## src/rtl/fifo_wptr_full_if.sv

```systemverilog
// Write-side bundle of the async FIFO: producer request, synchronized read
// pointer in, and the RAM write port plus write-domain status out.
interface fifo_wptr_full_if #(
    parameter int ADDR_WIDTH = 4
);
    // Handshake: winc is the producer's request and wen is the acceptance. A
    // write happens on a clk edge only when wen is high (winc high and not
    // full); a request while full is dropped and recorded in wover.
    logic                  winc;
    logic [ADDR_WIDTH:0]   rptr_sync_gray;
    logic                  wen;
    logic [ADDR_WIDTH-1:0] waddr;
    logic [ADDR_WIDTH:0]   wptr_gray;
    logic                  wfull;
    logic                  walmost_full;
    logic                  wover;
    logic [ADDR_WIDTH:0]   wcount;

    modport master (
        output winc, rptr_sync_gray,
        input  wen, waddr, wptr_gray, wfull, walmost_full, wover, wcount
    );

    modport slave (
        input  winc, rptr_sync_gray,
        output wen, waddr, wptr_gray, wfull, walmost_full, wover, wcount
    );
endinterface

```

## src/rtl/fifo_wptr_full.sv

```systemverilog
// Write-domain pointer, full / almost-full / overflow / fill-level logic for
// the asynchronous FIFO, working from the read pointer synchronized into clk.
module fifo_wptr_full #(
    parameter int ADDR_WIDTH   = 4,
    parameter int AFULL_THRESH = 2
) (
    input  logic              clk,
    input  logic              rst,
    fifo_wptr_full_if.slave   bus
);
    localparam int PW    = ADDR_WIDTH + 1;
    localparam int DEPTH = 1 << ADDR_WIDTH;

    // Inverting the top two Gray bits of the read pointer gives the Gray code
    // of a pointer exactly DEPTH ahead, i.e. the write pointer value at full.
    localparam logic [PW-1:0] FULL_MASK   = PW'(3) << (PW - 2);
    localparam logic [PW-1:0] AFULL_LEVEL = PW'(DEPTH - AFULL_THRESH);

    logic [PW-1:0] wbin;
    logic [PW-1:0] wgray_q;
    logic          wfull_q;
    logic          afull_q;
    logic          wover_q;
    logic [PW-1:0] wcount_q;

    logic          wen_c;
    logic [PW-1:0] wbin_next;
    logic [PW-1:0] wgray_next;
    logic [PW-1:0] rbin;
    logic [PW-1:0] count_next;
    logic          full_next;
    logic          afull_next;

    always_comb begin
        wen_c      = bus.winc & ~wfull_q;
        wbin_next  = wbin + PW'(wen_c);
        wgray_next = (wbin_next >> 1) ^ wbin_next;
    end

    // Gray to binary: bit i is the XOR of all Gray bits from i up to the MSB.
    always_comb begin
        rbin = '0;
        for (int i = 0; i < PW; i++) begin
            rbin[i] = ^(bus.rptr_sync_gray >> i);
        end
    end

    always_comb begin
        full_next  = (wgray_next == (bus.rptr_sync_gray ^ FULL_MASK));
        count_next = wbin_next - rbin;
        afull_next = (count_next >= AFULL_LEVEL);
    end

    always_ff @(posedge clk) begin
        if (rst) begin
            wbin     <= '0;
            wgray_q  <= '0;
            wfull_q  <= 1'b0;
            afull_q  <= 1'b0;
            wover_q  <= 1'b0;
            wcount_q <= '0;
        end else begin
            wbin     <= wbin_next;
            wgray_q  <= wgray_next;
            wfull_q  <= full_next;
            afull_q  <= afull_next;
            wover_q  <= wover_q | (bus.winc & wfull_q);
            wcount_q <= count_next;
        end
    end

    assign bus.wen          = wen_c;
    assign bus.waddr        = wbin[ADDR_WIDTH-1:0];
    assign bus.wptr_gray    = wgray_q;
    assign bus.wfull        = wfull_q;
    assign bus.walmost_full = afull_q;
    assign bus.wover        = wover_q;
    assign bus.wcount       = wcount_q;
endmodule

```

## src/flat_wrapper.sv

```systemverilog
// flat-port wrapper written by rule: the top's interface ports become plain ports
module fifo_wptr_full_flat 
#(
    parameter int ADDR_WIDTH   = 4,
    parameter int AFULL_THRESH = 2
)
  (clk, rst, bus_winc, bus_rptr_sync_gray, bus_wen, bus_waddr, bus_wptr_gray, bus_wfull, bus_walmost_full, bus_wover, bus_wcount);
  fifo_wptr_full_if #(.ADDR_WIDTH(ADDR_WIDTH)) bus_i ();
  input  logic clk;
  input  logic rst;
  input wire logic [$bits(bus_i.winc)-1:0] bus_winc;
  input wire logic [$bits(bus_i.rptr_sync_gray)-1:0] bus_rptr_sync_gray;
  output wire logic [$bits(bus_i.wen)-1:0] bus_wen;
  output wire logic [$bits(bus_i.waddr)-1:0] bus_waddr;
  output wire logic [$bits(bus_i.wptr_gray)-1:0] bus_wptr_gray;
  output wire logic [$bits(bus_i.wfull)-1:0] bus_wfull;
  output wire logic [$bits(bus_i.walmost_full)-1:0] bus_walmost_full;
  output wire logic [$bits(bus_i.wover)-1:0] bus_wover;
  output wire logic [$bits(bus_i.wcount)-1:0] bus_wcount;
  assign bus_i.winc = bus_winc;
  assign bus_i.rptr_sync_gray = bus_rptr_sync_gray;
  assign bus_wen = bus_i.wen;
  assign bus_waddr = bus_i.waddr;
  assign bus_wptr_gray = bus_i.wptr_gray;
  assign bus_wfull = bus_i.wfull;
  assign bus_walmost_full = bus_i.walmost_full;
  assign bus_wover = bus_i.wover;
  assign bus_wcount = bus_i.wcount;
  fifo_wptr_full #(.ADDR_WIDTH(ADDR_WIDTH), .AFULL_THRESH(AFULL_THRESH)) u_core (.clk(clk), .rst(rst), .bus(bus_i));
endmodule
```

## config.mk

```make
export PLATFORM = sky130hd
export DESIGN_NAME = fifo_wptr_full_flat
export DESIGN_NICKNAME = d
export VERILOG_FILES = /design/src/rtl/fifo_wptr_full_if.sv /design/src/rtl/fifo_wptr_full.sv /design/src/flat_wrapper.sv
export SDC_FILE = /design/constraint.sdc
export NUM_CORES = 1
export LEC_CHECK = 0
export BUFFER_PORTS_ARGS = -buffer_cell sky130_fd_sc_hd__buf_2
export CORE_UTILIZATION = 35
export CTS_CLUSTER_DIAMETER = 120
export DETAILED_ROUTE_END_ITERATION = 7
export GPL_TIMING_DRIVEN = 0
export SETUP_SLACK_MARGIN = 0.02
export SKIP_CTS_REPAIR_TIMING = 1
export SYNTH_ARGS = -nofsm -noshare
export SYNTH_HDL_FRONTEND = slang
export SYNTH_SLANG_ARGS = --single-unit
```

## constraint.sdc

```tcl
create_clock -name clk -period 3.22 [get_ports clk]
set_input_delay 0.483 -clock clk [delete_from_list [all_inputs] [get_ports clk]]
set_output_delay 0.483 -clock clk [all_outputs]
set_load 0.05 [all_outputs]
```

== After elaboration in Yosys (flattened, before gate mapping) ==
Index checks and enable logic that the tools add are counted.

* Output and inout port bits: 18
* Bits in registers: 18

* $lt $le $gt $ge: 1
* Add/sub/neg operators: 2
* Equal/unequal tests: 1
* Bitwise logic cells: 6
* Reduce and logical (&&, ||, !) cells: 5

{| class="wikitable"
|+ Operator list
! kind !! count
|-
| XOR reduction 5 bit || 5
|-
| adder 5 x 1 -> 5 bit || 1
|-
| == test 5 bit || 1
|-
| >= comparator 5 x 4 -> 1 bit (second input constant) || 1
|-
| subtractor 5 bit || 1
|-
| bitwise XOR 4 x 5 -> 5 bit || 1
|-
| bitwise AND 1 bit || 2
|-
| inverter 2 bit || 1
|-
| inverter 1 bit || 1
|-
| bitwise OR 1 bit || 1
|}

== Depth between registers and ports, before layout ==
Gate-level depths: netlist (run 1).

* Depth after elaboration: 5
* Depth in mapped cells: 12

== Worst setup path after synthesis (run 1) ==
Ideal clock, no wire load.

* Path type: register -> register
* From: register u_core.wfull_q (netlist: u_core.bus.wfull)
* To: register u_core.afull_q (netlist: u_core.bus.walmost_full)
* Slack: -0.082 ns
* Setup time: 0.126 ns
* Period minus slack after synthesis: 3.302 ns
* Cell stages (with the launch flop): 11
* Arrival: 3.176 ns
* Data required time: 3.094 ns
* Path through: dfxtp_1 > nor2b_1 > ha_1 > ha_1 > xor2_4 > ha_1 > a21oi_1 > mux2i_1 > mux2i_1 > xor2_1 > o2bb2ai_1

* Word-level cells in the longest chain between the ends: 5

{| class="wikitable"
|+ RTL lines
! what !! RTL line !! source
|-
| from (decl) || fifo_wptr_full.sv:21 || <nowiki>logic wfull_q;</nowiki>
|-
| from (signal assigned) || fifo_wptr_full.sv:65 || <nowiki>wfull_q <= full_next;</nowiki>
|-
| inverter 1 bit || fifo_wptr_full.sv:35 || <nowiki>wen_c = bus.winc & ~wfull_q;</nowiki>
|-
| bitwise AND 1 bit || fifo_wptr_full.sv:35 ||
|-
| net bus_wen || flat_wrapper.sv:13 || <nowiki>output wire logic [$bits(bus_i.wen)-1:0] bus_wen;</nowiki>
|-
| adder 5 x 1 -> 5 bit || fifo_wptr_full.sv:36 || <nowiki>wbin_next = wbin + PW'(wen_c);</nowiki>
|-
| net u_core.wbin_next[2] || fifo_wptr_full.sv:27 || <nowiki>logic [PW-1:0] wbin_next;</nowiki>
|-
| subtractor 5 bit || fifo_wptr_full.sv:50 || <nowiki>count_next = wbin_next - rbin;</nowiki>
|-
| >= comparator 5 x 4 -> 1 bit || fifo_wptr_full.sv:51 || <nowiki>afull_next = (count_next >= AFULL_LEVEL);</nowiki>
|-
| to (signal assigned) || fifo_wptr_full.sv:66 || <nowiki>afull_q <= afull_next;</nowiki>
|-
| to (decl) || fifo_wptr_full.sv:22 || <nowiki>logic afull_q;</nowiki>
|}

The timed path passes the listed nets, and every way through them passes these cells.
A chain may end at the register's enable or synchronous reset.

== Final worst setup path (run 1) ==
* From: input bus_rptr_sync_gray[4]
* To: register u_core.afull_q (netlist: u_core.bus.walmost_full)

* Word-level cells in the longest chain between the ends: 3
* Elaborated cells on any way between the ends: 7

{| class="wikitable"
|+ RTL lines
! what !! RTL line !! source
|-
| from (decl) || flat_wrapper.sv:12 || <nowiki>input wire logic [$bits(bus_i.rptr_sync_gray)-1:0] bus_rptr_sync_gray;</nowiki>
|-
| XOR reduction 5 bit || fifo_wptr_full.sv:44 || <nowiki>rbin[i] = ^(bus.rptr_sync_gray >> i);</nowiki>
|-
| subtractor 5 bit * || fifo_wptr_full.sv:50 ||
|-
| >= comparator 5 x 4 -> 1 bit * || fifo_wptr_full.sv:51 ||
|}

Every way passes the cells marked *; elsewhere a longest branch is shown, timed or not.

==> flow_summary.toml, run 1 <==
[status]
status = "finished clean"

[finish]
fin_area_um2 = 1027
fill_cells = 235
synthToLayoutAreaGrowth_pct = 21.81
final_common_cell = "buf_2"
final_cell_mix = "24 x buf_2, 17 x dfxtp_1, 14 x nor2_1, 10 x xor2_1"
diodes = 0
nets = 129
drive_above_1_share_pct = 28.07

[cts]
numCtsBuffers = 3
cts_root_buf = "clkbuf_4"
cts_sinks = 17
h-tree-depth = 1
worstSkewPairLatency_ns = 0.28
cts_buffer_depth = 2
cts_tree = "yes"
path_clk_slew_ns = 0.09

[critical_path]
start_kind = "primary input"
cp.arrival_ns = 2.90
crit_fanout = 6
cp-end-kind = "flop"
critPathKind = "primary input to flop"
required_ns = 3.39
regToRegSetupSlack_ns = 0.69

[grt]
grt_pass1_wl_um = 2511
grt_overflow = 0
grt_pass1_vias = 617
grt_usage_pct = 13.27
antenna_found_initial = 0
grt_max_degree = 11

[placed_design]
place_ws_ns = 0.1450
io_buffer_count = 24
gp_congestion = 0.7482
dp_hpwl_um = 1212
dpl_cell_area_um2 = 1001

[timing]
finalMaxSlewViolations = 0
slew_headroom_pct = 54.67
skew_ns = 0.0009755
rsz0062_at_grt = "false"
timing_worst_slew_pin_value_ns = 0.6777
fmax_mhz = 365.6
fin_hold_ws_ns = 0.4324
finalSetupTns_ns = 0
final_hold_viol_count = 0
layout_min_cycle_time_ns = 2.735
period_share_pct = 84.93
worst_slack_ns = 0.4851
setup-violations-final = 0

[power_and_ir_drop]
leakagePower_nw = 0.5109
power.density_nw_per_um2 = 601.6
ir_drop_uv = 210.9

[synth]
synth_cells = 86
muxShareOfSynthArea_pct = 4.896
synth-adder-area-share_pct = 9.792
synth_area_um2 = 843.3
yosysUniqueCellTypes = 23
synth-xor-area-share_pct = 19.88
synth_area_per_cell_um2 = 9.806
yosys_warnings = 0
seq_area_frac_synth_pct = 40.36
synthSimpleGateAreaFrac_pct = 13.95
synth_top_family_by_area = "XOR/XNOR gates"
ys_seq_elements = 17
synth_compound_area_share_pct = 7.567
syn-num-nets = 100

[detailed_routing]
wl_per_cell_um = 10.29
vias = 638
viasPerCell = 4.493
drc = 0
final_antenna_net_count = 0
drt_first_pass_iters = 4
drt_iter0_drc = 5
wirelength_um = 1461

[floorplan]
start_util_pct = 37.76
die_height_um = 51.09
core.rowCount = 17
coreArea_um2 = 2233
ios = 26
die_w_um = 51.09
dieArea_um2 = 2610

[run]
max_cap_viol_count = 0

[hold_path]
hold_class = "primary input to flop"
==> flip-flops by register name, summed over array words and instances, names as in the netlist <==
register	cells
u_core.bus.wcount	5
u_core.bus.wfull	1
u_core.bus.wptr_gray	5
u_core.bus.walmost_full	1
u_core.wbin	4
u_core.bus.wover	1
==> cells in the mapped netlist <==
cell | count | area, um2
or3_1 | 1 | 6.260
or4_1 | 1 | 7.510
xnor2_1 | 6 | 52.55
nand2_1 | 2 | 7.510
dfxtp_1 | 17 | 340.3
nor2b_1 | 3 | 18.77
inv_1 | 6 | 22.52
nor3_1 | 2 | 10.01
a21oi_1 | 3 | 15.01
ha_1 | 5 | 62.56
fa_1 | 1 | 20.02
nor2_1 | 14 | 52.55
nand3_1 | 3 | 15.01
mux2i_1 | 3 | 30.03
xor2_4 | 1 | 27.53
mux2_2 | 1 | 11.26
o2bb2ai_1 | 1 | 8.760
a21o_1 | 1 | 7.510
o211ai_2 | 1 | 12.51
o31ai_1 | 1 | 7.510
a211oi_2 | 1 | 12.51
xor2_1 | 10 | 87.58
clkbuf_1 | 2 | 7.510
==> path summary, 6_finish.rpt <==
kind                                                  start                                  to  cells past startpoint
worst max register to register  u_core.bus.wfull$_SDFF_PP0_  u_core.bus.walmost_full$_SDFF_PP0_                     10
worst min-delay path                               bus_winc         u_core.bus.wover$_SDFF_PP0_                      3
worst max-delay path                  bus_rptr_sync_gray[4]  u_core.bus.walmost_full$_SDFF_PP0_                     13
worst min register to register  u_core.bus.wover$_SDFF_PP0_         u_core.bus.wover$_SDFF_PP0_                      2
==> per-stage QoR <==
step | std cells | util (%) | power [mW]
after global placement | 138 | 44.82 | 0.5131
after CTS | 142 | 45.99 | 0.6250
after floorplan | 86 | - | 0.4634
after global routing | 142 | 45.99 | 0.6608
final | 142 | 45.99 | 0.6180
after detailed placement | 138 | 44.82 | 0.5180
==> where the power goes <==
group	switching, mW	internal [mW]
registers	0.00726	0.237
logic	0.182	0.0827
clock network	0.0609	0.0481
total	0.250	0.368
==> kinds of logic (layout without fill, tap and decap cells) <==
| group | after synthesis | count (layout) |
|---|---|---|
| DFF | 17 | 17 |
| adders and majority gates | 6 | 6 |
| xor gates and xnor gates | 17 | 17 |
| AOI/OAI and AO/OA | 8 | 8 |
| and+or+nand+nor | 26 | 26 |
| buffers and inverters | 8 | 36 |
| muxes | 4 | 4 |
==> metal layers <==
metal / vias to the layer above / wire length (um) / track usage (%)
li1: 338 / - / -
met1: 284 / 668 / 15.54
met2: 14 / 717 / 22.59
met3: 2 / 48 / 0.8929
met4: 0 / 27 / 9.722
met5: - / 0 / 0
==> critical path: stages <==
cell	delay, ns
buf_2	0.13
xor2_1	0.25
xnor2_1	0.20
xor2_1	0.31
xnor2_1	0.17
ha_1	0.22
fa_1	0.22
inv_1	0.05
a21oi_1	0.24
mux2i_1	0.22
mux2i_1	0.10
xor2_1	0.23
o2bb2ai_1	0.07
==> cell type report <==
cell class / instances / area (um2) / share of cell area (%)
tap: 28 / 35.03 / 3.410
clock buffer: 4 / 26.28 / 2.558
buffer: 2 / 7.507 / 0.7308
multi-input combinational: 61 / 475.5 / 46.28
sequential: 17 / 340.3 / 33.13
timing repair buffer: 24 / 120.1 / 11.69
inverter: 6 / 22.52 / 2.192
No activity file was read; power rests on OpenSTA's default activity.
==> run 2, diff against run 1 <==
--- a/config.mk
+++ b/config.mk
@@ -5,6 +5,7 @@
 export SDC_FILE = /design/constraint.sdc
 export NUM_CORES = 1
 export LEC_CHECK = 0
+export ABC_AREA = 1
 export BUFFER_PORTS_ARGS = -buffer_cell sky130_fd_sc_hd__buf_2
 export CORE_UTILIZATION = 35
 export CTS_CLUSTER_DIAMETER = 120
==> constraint.sdc (replaced) <==
create_clock -name clk -period 2.35 [get_ports clk]
set_input_delay 0.3525 -clock clk [delete_from_list [all_inputs] [get_ports clk]]
set_output_delay 0.3525 -clock clk [all_outputs]
set_load 0.05 [all_outputs]
==> run 2 against run 1 <==
  * Global-route usage grew 4.0 points
  * Sequential share of layout area shrank 4.1 points
  * Wire length up 36%
  * Total power is 30% higher
  * Area after synthesis is 15% higher
  * Via count is 47% higher
  * Setup slack got worse by 0.22 ns
  * Clock power up 42%
  * Non-clock buffer count increased by 1
  * First-iteration DRC count grew to 3.2 times the previous value
  * Combinational power up 20%
==> flow_summary.toml, run 2 <==
[status]
status = "finished clean"

[detailed_routing]
drt_first_pass_iters = 4
vias = 940
drc = 0
wl_per_cell_um = 10.30
viasPerCell = 4.870
final_antenna_net_count = 0
wirelength_um = 1988
drt_iter0_drc = 16

[floorplan]
start_util_pct = 38.10
ios = 26
die_height_um = 54.64
die_w_um = 54.64
dieArea_um2 = 2985
core.rowCount = 18
coreArea_um2 = 2545

[critical_path]
cp.arrival_ns = 2.29
crit_fanout = 4
cp_cell_sequence = "nor2_4 -> ha_1 -> ha_4 -> inv_1 -> fa_1 -> nor2_1 -> nor2_1 -> nand2_1 -> nand3_1 -> nand3_2 -> nand2_1"
cp-end-kind = "flop"
required_ns = 2.55
crit_path_top_delay_cell = "fa_1"
start_kind = "flop"
slowest_delay_ns = 0.47
critPathKind = "flop to flop"

[synth]
synth_compound_area_share_pct = 2.581
synth_common_cells = "35 x nand2_1, 18 x inv_1, 17 x dfxtp_1"
synth-xor-area-share_pct = 5.290
synth.most_common_cell = "nand2_1"
synth_top_area_share_pct = 35.10
synth_area_per_cell_um2 = 7.183
seq_area_frac_synth_pct = 35.10
muxShareOfSynthArea_pct = 0
synth_ff_type = "dfxtp_1"
synth_top_family_by_area = "simple AND/OR/NAND/NOR gates"
synth-adder-area-share_pct = 8.516
yosys_warnings = 0
synthSimpleGateAreaFrac_pct = 39.23
synth_area_leaders = "dfxtp_1 35%, nand2_1 14%, inv_1 7.0%"
synth-edff-count = 0
synth_area_um2 = 969.7
synth_top_area_cell = "dfxtp_1"
synth_cells = 135
yosysUniqueCellTypes = 20
synthArstFlopShare_pct = 0
syn-num-nets = 149
ys_seq_elements = 17

[grt]
grt_use_met1_pct = 20.84
top_usage_layer = "met2"
antenna_found_initial = 0
grtUsageMet2_pct = 28.92
grt_max_degree = 11
grt_usage_pct = 17.23
grt_pass1_wl_um = 3622
grt_pass1_vias = 882
grt_use_met3_pct = 5.278
grt_overflow = 0

[placed_design]
dp_hpwl_um = 1561
io_buffer_count = 24
gp_congestion = 0.7795

[cts]
cts_sinks = 17
cts_buffer_depth = 2
worstSkewPairLatency_ns = 0.29
path_clk_slew_ns = 0.10
cts_tree = "yes"
numCtsBuffers = 3
cts_root_buf = "clkbuf_4"
h-tree-depth = 1

[power_and_ir_drop]
leakagePower_nw = 0.6310
power.density_nw_per_um2 = 684.2
ir_drop_uv = 384.6

[finish]
diodes = 0
multi_input_area_um2 = 559.3
regArea_um2 = 341.6
final_common_cell = "nand2_1"
synthToLayoutAreaGrowth_pct = 21.16
fin_util_pct = 46.17
final_cell_mix = "35 x nand2_1, 24 x buf_2, 18 x inv_1, 16 x dfxtp_1, 15 x nor2_1"
fill_cells = 279
drive_above_1_share_pct = 26.99
nets = 178

[timing]
timing_worst_slew_pin_value_ns = 0.4561
finalSetupTns_ns = 0
fin_hold_ws_ns = 0.3021
period_share_pct = 88.88
finalMaxSlewViolations = 0
rsz0062_at_grt = "false"
final_hold_viol_count = 0
slew_headroom_pct = 69.59
layout_min_cycle_time_ns = 2.089
setup-violations-final = 0
fmax_mhz = 478.8
skew_ns = 0.005503

[hold_path]
hold_class = "primary input to flop"

[run]
max_cap_viol_count = 0
-- run 2: cell count changes after synthesis, moves of 3 or more --
cell | previous run | this run
inv_1 | 6 | 18
mux2i_1 | 3 | 0
nand2_1 | 2 | 35
nand2_2 | 0 | 6
nand3_1 | 3 | 12
nand3_2 | 0 | 4
nand4_1 | 0 | 3
nor2b_1 | 3 | 0
xnor2_1 | 6 | 1
xor2_1 | 10 | 3
-- run 2: final timing paths --
path                                from                            endpoint  slack (ns)  depth (start not counted)
max          u_core.bus.wfull$_SDFF_PP0_  u_core.bus.walmost_full$_SDFF_PP0_        0.26                         11
min                             bus_winc         u_core.bus.wover$_SDFF_PP0_        0.30                          3
max reg2reg  u_core.bus.wfull$_SDFF_PP0_  u_core.bus.walmost_full$_SDFF_PP0_        0.26                         11
min reg2reg  u_core.bus.wover$_SDFF_PP0_         u_core.bus.wover$_SDFF_PP0_        0.48                          2
-- run 2: layer usage --
layer / share of wire (%) / routed length, um
met1: 47 / 937
met2: 46 / 918
met3: 5.9 / 118
met4: 0.70 / 14
met5: 0 / 0
-- run 2: cell families (layout without fill, tap and decap cells) --
| group | count (synthesis) | in the layout |
|---|---|---|
| and+or+nand+nor | 80 | 80 |
| buffers and inverters | 22 | 50 |
| DFF | 17 | 17 |
| adders and majority gates | 6 | 6 |
| AOI/OAI and AO/OA | 5 | 5 |
| xor gates and xnor gates | 5 | 5 |
-- run 2: critical path, delay by kind of cell (launching register included) --
family / cells / cell delay (ns)
adder cells (fa/ha/maj): 3 / 1.05
buffers and inverters: 1 / 0.09
flip-flops: 1 / 0.37
AND/OR/NAND/NOR: 7 / 0.48
-- run 2: layout make-up --
| class | count | area share (%) |
|---|---|---|
| multi-input cells | 96 | 47.60 |
| flip-flops and latches | 17 | 29.07 |
| repair buffers | 24 | 10.22 |
| inverters | 19 | 6.070 |
| well taps | 30 | 3.195 |
| clock buffers | 4 | 2.236 |
| plain buffers | 3 | 1.597 |
-- run 2: metrics by stage --
step                setup WS [ns]  std cells  cell area, um2  power (mW)
finish                     0.2612        193            1175      0.8038
CTS                        0.1591        193            1162      0.8153
detailed placement       -0.02722        189            1136      0.6533
floorplan                 0.02516        135           978.4      0.5908
global placement         -0.03108        189            1136      0.6520
global route              0.06889        193            1175      0.8791
-- run 2: power breakdown --
group	total (mW)	leakage, nW	internal [mW]	switching (mW)
sequential	0.329	0.140	0.319	0.0100
combinational	0.319	0.476	0.0939	0.226
clock	0.155	0.0150	0.0660	0.0890
